==> config.mk <==
export PLATFORM = sky130hd
export DESIGN_NAME = mult_pipe_ctrl
export DESIGN_NICKNAME = d
export VERILOG_FILES = /design/src/rtl/mult_pipe_pkg.sv /design/src/rtl/mult_pipe_ctrl_slot.sv /design/src/rtl/mult_pipe_ctrl.sv
export SDC_FILE = /design/constraint.sdc
export NUM_CORES = 1
export LEC_CHECK = 0
export ABC_AREA = 1
export CORE_ASPECT_RATIO = 1.25
export CORE_MARGIN = 3
export CORE_UTILIZATION = 47
export CTS_CLUSTER_SIZE = 14
export DETAILED_ROUTE_END_ITERATION = 8
export HOLD_SLACK_MARGIN = 0.06
export PLACE_DENSITY = 0.84
export SLEW_MARGIN = 15
export SYNTH_ARGS = -nofsm -noshare
export SYNTH_HDL_FRONTEND = slang
export SYNTH_SLANG_ARGS = --single-unit
export TNS_END_PERCENT = 1
==> constraint.sdc <==
create_clock -name clk -period 3.5 [get_ports clk]
set_input_delay 0.35 -clock clk [delete_from_list [all_inputs] [get_ports clk]]
set_output_delay 0.35 -clock clk [all_outputs]
set_load 0.005 [all_outputs]
==> src/rtl/mult_pipe_pkg.sv <==
// Shared constants and helpers for the multiplier pipeline controller.
//   MP_DEPTH / MP_TAG_W / MP_CNT_W : default stage count, tag width and
//                                    completed-operation counter width
//   CNT_IN_W                       : width of the in-flight count for MP_DEPTH
//   popcount()                     : number of set bits in a stage-valid vector
package mult_pipe_pkg;

    localparam int MP_DEPTH  = 4;
    localparam int MP_TAG_W  = 4;
    localparam int MP_CNT_W  = 16;
    localparam int CNT_IN_W  = $clog2(MP_DEPTH + 1);

    // popcount() accepts valid vectors up to this many stages.
    localparam int POP_MAX_W = 32;

    function automatic int unsigned popcount(input logic [POP_MAX_W-1:0] i_bits);
        int unsigned n;
        n = 0;
        for (int i = 0; i < POP_MAX_W; i++) begin
            n = n + {31'd0, i_bits[i]};
        end
        return n;
    endfunction

endpackage

==> src/rtl/mult_pipe_ctrl_slot.sv <==
// pipe_slot: occupancy bit plus sideband tag for one multiplier stage.
//   i_clk, i_rst : clock, asynchronous active-high reset
//   i_clr        : synchronous clear of the occupancy bit (flush); tag kept
//   i_en         : load enable, same signal that gates this stage's dff bank
//   i_valid/i_tag: values from the previous stage (or the input port)
//   o_valid/o_tag: registered occupancy and tag
module pipe_slot #(
    parameter int TAG_W = 4
) (
    input  logic             i_clk,
    input  logic             i_rst,
    input  logic             i_clr,
    input  logic             i_en,
    input  logic             i_valid,
    input  logic [TAG_W-1:0] i_tag,
    output logic             o_valid,
    output logic [TAG_W-1:0] o_tag
);

    logic             r_valid;
    logic [TAG_W-1:0] r_tag;

    always_ff @(posedge i_clk or posedge i_rst) begin
        if (i_rst) begin
            r_valid <= 1'b0;
            r_tag   <= '0;
        end else if (i_clr) begin
            // Flush drops occupancy only; the tag register is left alone.
            r_valid <= 1'b0;
        end else if (i_en) begin
            r_valid <= i_valid;
            r_tag   <= i_tag;
        end
    end

    assign o_valid = r_valid;
    assign o_tag   = r_tag;

endmodule

==> src/rtl/mult_pipe_ctrl.sv <==
// mult_pipe_ctrl: occupancy/enable controller for a DEPTH-stage registered
// multiplier. Holds no datapath bits; stage i's dff bank loads on stage_en[i].
//   clk, rst             : clock, asynchronous active-high reset
//   flush                : synchronous discard of every in-flight operation
//   in_valid/in_ready    : upstream handshake, in_tag is the sideband tag
//   stage_en             : per-stage load enables for the datapath
//   stage_valid          : per-stage occupancy
//   out_valid/out_ready  : downstream handshake, out_tag is the result's tag
//   in_flight, busy      : occupied-stage count and any-occupied flag
//   done_count           : products accepted downstream, wraps
//
// Handshake: a transfer happens on a rising edge where valid and ready are both
// high. in_ready never depends on in_valid. Once out_valid is high it and
// out_tag hold until the transfer, unless flush or reset intervenes.
module mult_pipe_ctrl
    import mult_pipe_pkg::*;
#(
    parameter int DEPTH = MP_DEPTH,
    parameter int TAG_W = MP_TAG_W,
    parameter int CNT_W = MP_CNT_W
) (
    input  logic                       clk,
    input  logic                       rst,
    input  logic                       flush,
    input  logic                       in_valid,
    output logic                       in_ready,
    input  logic [TAG_W-1:0]           in_tag,
    output logic [DEPTH-1:0]           stage_en,
    output logic [DEPTH-1:0]           stage_valid,
    output logic                       out_valid,
    input  logic                       out_ready,
    output logic [TAG_W-1:0]           out_tag,
    output logic [$clog2(DEPTH+1)-1:0] in_flight,
    output logic                       busy,
    output logic [CNT_W-1:0]           done_count
);

    localparam int IN_W = $clog2(DEPTH + 1);

    logic [DEPTH-1:0] w_valid;
    logic [DEPTH-1:0] w_en;
    logic [DEPTH-1:0] w_stage_en;
    logic [TAG_W-1:0] w_tag [DEPTH];
    logic             w_complete;
    logic [CNT_W-1:0] r_done_count;

    // A stage may load when it is empty or when the stage after it is loading
    // too; the chain starts from the output handshake. Empty stages therefore
    // always load, which squeezes bubbles out under backpressure.
    always_comb begin
        w_en = '0;
        w_en[DEPTH-1] = ~w_valid[DEPTH-1] | out_ready;
        for (int i = DEPTH - 2; i >= 0; i--) begin
            w_en[i] = ~w_valid[i] | w_en[i+1];
        end
    end

    assign w_stage_en = w_en & ~{DEPTH{flush}};

    for (genvar g = 0; g < DEPTH; g++) begin : g_slot
        logic             w_d_valid;
        logic [TAG_W-1:0] w_d_tag;

        if (g == 0) begin : g_head
            assign w_d_valid = in_valid;
            assign w_d_tag   = in_tag;
        end else begin : g_body
            assign w_d_valid = w_valid[g-1];
            assign w_d_tag   = w_tag[g-1];
        end

        pipe_slot #(
            .TAG_W (TAG_W)
        ) u_slot (
            .i_clk   (clk),
            .i_rst   (rst),
            .i_clr   (flush),
            .i_en    (w_stage_en[g]),
            .i_valid (w_d_valid),
            .i_tag   (w_d_tag),
            .o_valid (w_valid[g]),
            .o_tag   (w_tag[g])
        );
    end

    assign w_complete = w_valid[DEPTH-1] & out_ready & ~flush;

    always_ff @(posedge clk or posedge rst) begin
        if (rst) begin
            r_done_count <= '0;
        end else if (w_complete) begin
            r_done_count <= r_done_count + 1'b1;
        end
    end

    assign in_ready    = w_en[0] & ~flush;
    assign stage_en    = w_stage_en;
    assign stage_valid = w_valid;
    assign out_valid   = w_valid[DEPTH-1];
    assign out_tag     = w_tag[DEPTH-1];
    assign in_flight   = IN_W'(popcount(POP_MAX_W'(w_valid)));
    assign busy        = |w_valid;
    assign done_count  = r_done_count;

endmodule

==> metrics.yaml <==
power:
  combPwrFrac_pct: 14.9
  seqPwrFrac_pct: 52.4
  leakage_nw: 1.08
  internal-power_mw: 0.688
  clockPowerShare_pct: 32.7
  ir_worst_vdd_v: 0.000308
  sw_frac_of_total_pct: 24.4
  cellPowerDensity_nw_per_um2: 403
  p_sw_mw: 0.222
cts:
  cts_hold_repair.buffers: 0
  ctsRootBufferMaster: "clkbuf_8"
  cts.clk_slew.worst_paths_ns: 0.06
  clock-sinks: 36
  cts_buffer_depth: 2
  h-tree-depth: 2
  cts_tree: "yes"
  clock_latency_ns: 0.29
  numCtsBuffers: 5
  cts.repair.resized: 0
  post_cts_buffers: 0
global_route:
  grt_usage_pct: 16.1
  grt_pass1_wl_mm: 5.33
  grt_max_degree: 21
  antenna_found_initial: 0
  grt_pass1_vias: 1262
  grt-ovfl-total: 0
setup_path:
  path_class: "register to output pin"
  required_ns: 3.15
  crit_slowest_cell: "fa_1"
  cp_slowest_stage_delay_ns: 0.54
  rr_worst_depth: 7
  cp_common_cell: "ha_1"
  critPathMaxFanout: 5
  crit_path_end_kind: "output pin"
  path_cells: "inv_2 -> fa_1 -> inv_1 -> ha_1 -> ha_1 -> clkdlybuf4s50_1"
  critical-path-top-delay-family: "adder cells"
  rrSetupSlack_ns: 2.18
  path_buf_inv: 3
  cp.depth: 6
  start_kind: "register"
  cp_data_arrival_time_ns: 2.36
layout:
  layout-drive-gt1-share_pct: 8.16
  syn_to_final_growth_pct: 28.9
  utilization_pct: 63.7
  n_antenna_cell: 0
  num-fill-cells: 311
  multi_input_area_um2: 692
  final_common_cell: "nand2_1"
  final_cell_mix: "nand2_1, clkdlybuf4s50_1, dfrtp_1, inv_1, nor2_1"
  nNetsFinal: 258
  ff_latch_area_um2: 901
  final_cells: 284
drt:
  viasPerCell: 4.62
  drc_errors: 0
  drtPass1Iterations: 4
  num_vias: 1313
  post_drt_wl_per_cell_um: 10.9
  routed_wl_mm: 3.11
  drtIter0Drc: 46
  drtAntennaViolNets: 0
floorplan:
  coreArea_um2: 3540
  die_w_um: 60.6
  pin_count: 43
  dieArea_um2: 4500
  die_height_um: 74.2
  rows: 24
  initial_core_util_pct: 49.4
yosys:
  seq_area_frac_synth_pct: 51.5
  netlist_instances: 202
  synth_compound_area_share_pct: 4.00
  synth_top_family_by_area: "simple AND/OR/NAND/NOR gates"
  ys_warn_count: 0
  synth.distinct_cells: 22
  yosys.area_share.simple_pct: 26.1
  avgSynthCellArea_um2: 8.67
  synth_nets: 216
  synthXorXnorAreaFrac_pct: 5.43
  synth_seq_cells: 36
  muxShareOfSynthArea_pct: 0
  synth_area_um2: 1750
  yosys.area_share.adder_pct: 4.00
sta:
  skew_ns: 0.00469
  setup_tns_ns: 0
  clock.fmax_ghz: 0.370
  fin_crit_sh_pct: 77.3
  slew_viol_final: 0
  grt_setup_unrepaired: "no"
  setup_viol: 0
  hold_slack_ns: 0.475
  relSlewSlack_pct: 49.9
  period_needed_ns: 2.71
  finalHoldViolations: 0
  worst_pin_slew_ns: 0.750
placed_design:
  placed_cells: 276
  post-dp-hpwl_mm: 2.41
  io_buffers: 42
  gp_congestion: 0.774
min_path:
  hold_depth: 2
  hp-class: "register to register"
outcome:
  outcome: "finished clean"
flow_run:
  max_cap_viol_count: 0
[worst register-to-register path, cell delays in order (launching register included)]
cell,delay (ns)
dfrtp_1,0.41
ha_1,0.19
nand3_1,0.12
nor2_4,0.16
and2_4,0.18
nand2_1,0.05
nand2_1,0.05
nand2_1,0.05
[state kept, by name (all words and copies together) (netlist names)]
register and count:
done_count 16, g_slot.u_slot.o_valid 4, g_slot.u_slot.o_tag 16
[metrics by stage]
stage	instance area, um^2	power, mW	setup WS [ns]
2_1_floorplan	1750	0.547	1.59
3_3_place_gp	2170	0.618	1.13
3_5_place_dp	2170	0.623	1.07
4_1_cts	2260	0.925	0.764
5_1_grt	2260	0.961	0.682
6_report	2260	0.910	0.795
[power groups by stage]
| stage | clock network, mW | logic (mW) | registers [mW] |
|---|---|---|---|
| 6_report | 0.298 | 0.136 | 0.477 |
| 5_1_grt | 0.321 | 0.157 | 0.484 |
| 4_1_cts | 0.308 | 0.139 | 0.477 |
| 3_5_place_dp | 0 | 0.138 | 0.485 |
| 3_3_place_gp | 0 | 0.134 | 0.485 |
| 2_1_floorplan | 0 | 0.0649 | 0.482 |
[final cells by class]
class | count | area share (%)
inverter | 26 | 4.32
clock buffer | 8 | 3.99
sequential | 36 | 39.9
multi-input combinational | 132 | 30.7
timing repair buffer | 43 | 19.0
tap | 39 | 2.16
[cells by family after synthesis]
group | after synthesis
buffers and inverters | 34
adder cells (fa/ha/maj) | 5
flip-flops | 36
XOR/XNOR | 10
AND/OR/NAND/NOR | 103
AO/OA/AOI/OAI | 14
[metal layers]
layer | global-route usage [%] | part of all wire (%) | vias up
met5 | 0 | 0 | -
met4 | 6.75 | 2.3 | 0
met3 | 5.73 | 4.0 | 5
met2 | 26.6 | 50 | 24
met1 | 18.8 | 44 | 591
li1 | - | - | 693
[path summary, 6_finish.rpt]
check                                     startpoint                         to
setup / recovery            g_slot[3].u_slot.o_valid               in_flight[1]
hold / removal             g_slot[0].u_slot.o_tag[1]  g_slot[1].u_slot.o_tag[1]
min in group asynchronous                        rst  g_slot[0].u_slot.o_tag[3]
setup reg to reg                       done_count[1]             done_count[10]
max in group asynchronous                        rst  g_slot[1].u_slot.o_tag[1]
hold reg to reg            g_slot[0].u_slot.o_tag[1]  g_slot[1].u_slot.o_tag[1]
[synthesized netlist by cell type]
cell      count  area, um^2
and2_4        1        8.76
fa_1          1        20.0
xor2_2        1        16.3
nor2_1       16        60.1
nand2_2       4        25.0
o21ai_0      11        55.1
xnor2_1       6        52.6
nand3_1       7        35.0
o21ai_1       1        5.00
nor2_4        3        33.8
ha_1          4        50.1
inv_1        23        86.3
nor3_1        1        5.00
nand3_4       1        17.5
nand2_1      67         251
a21oi_1       2        10.0
nand4_1       2        12.5
inv_2         3        11.3
nand3b_1      1        7.51
xor2_1        3        26.3
dfrtp_1      36         901
buf_4         8        60.1
Power figures use the tool's default switching activity.
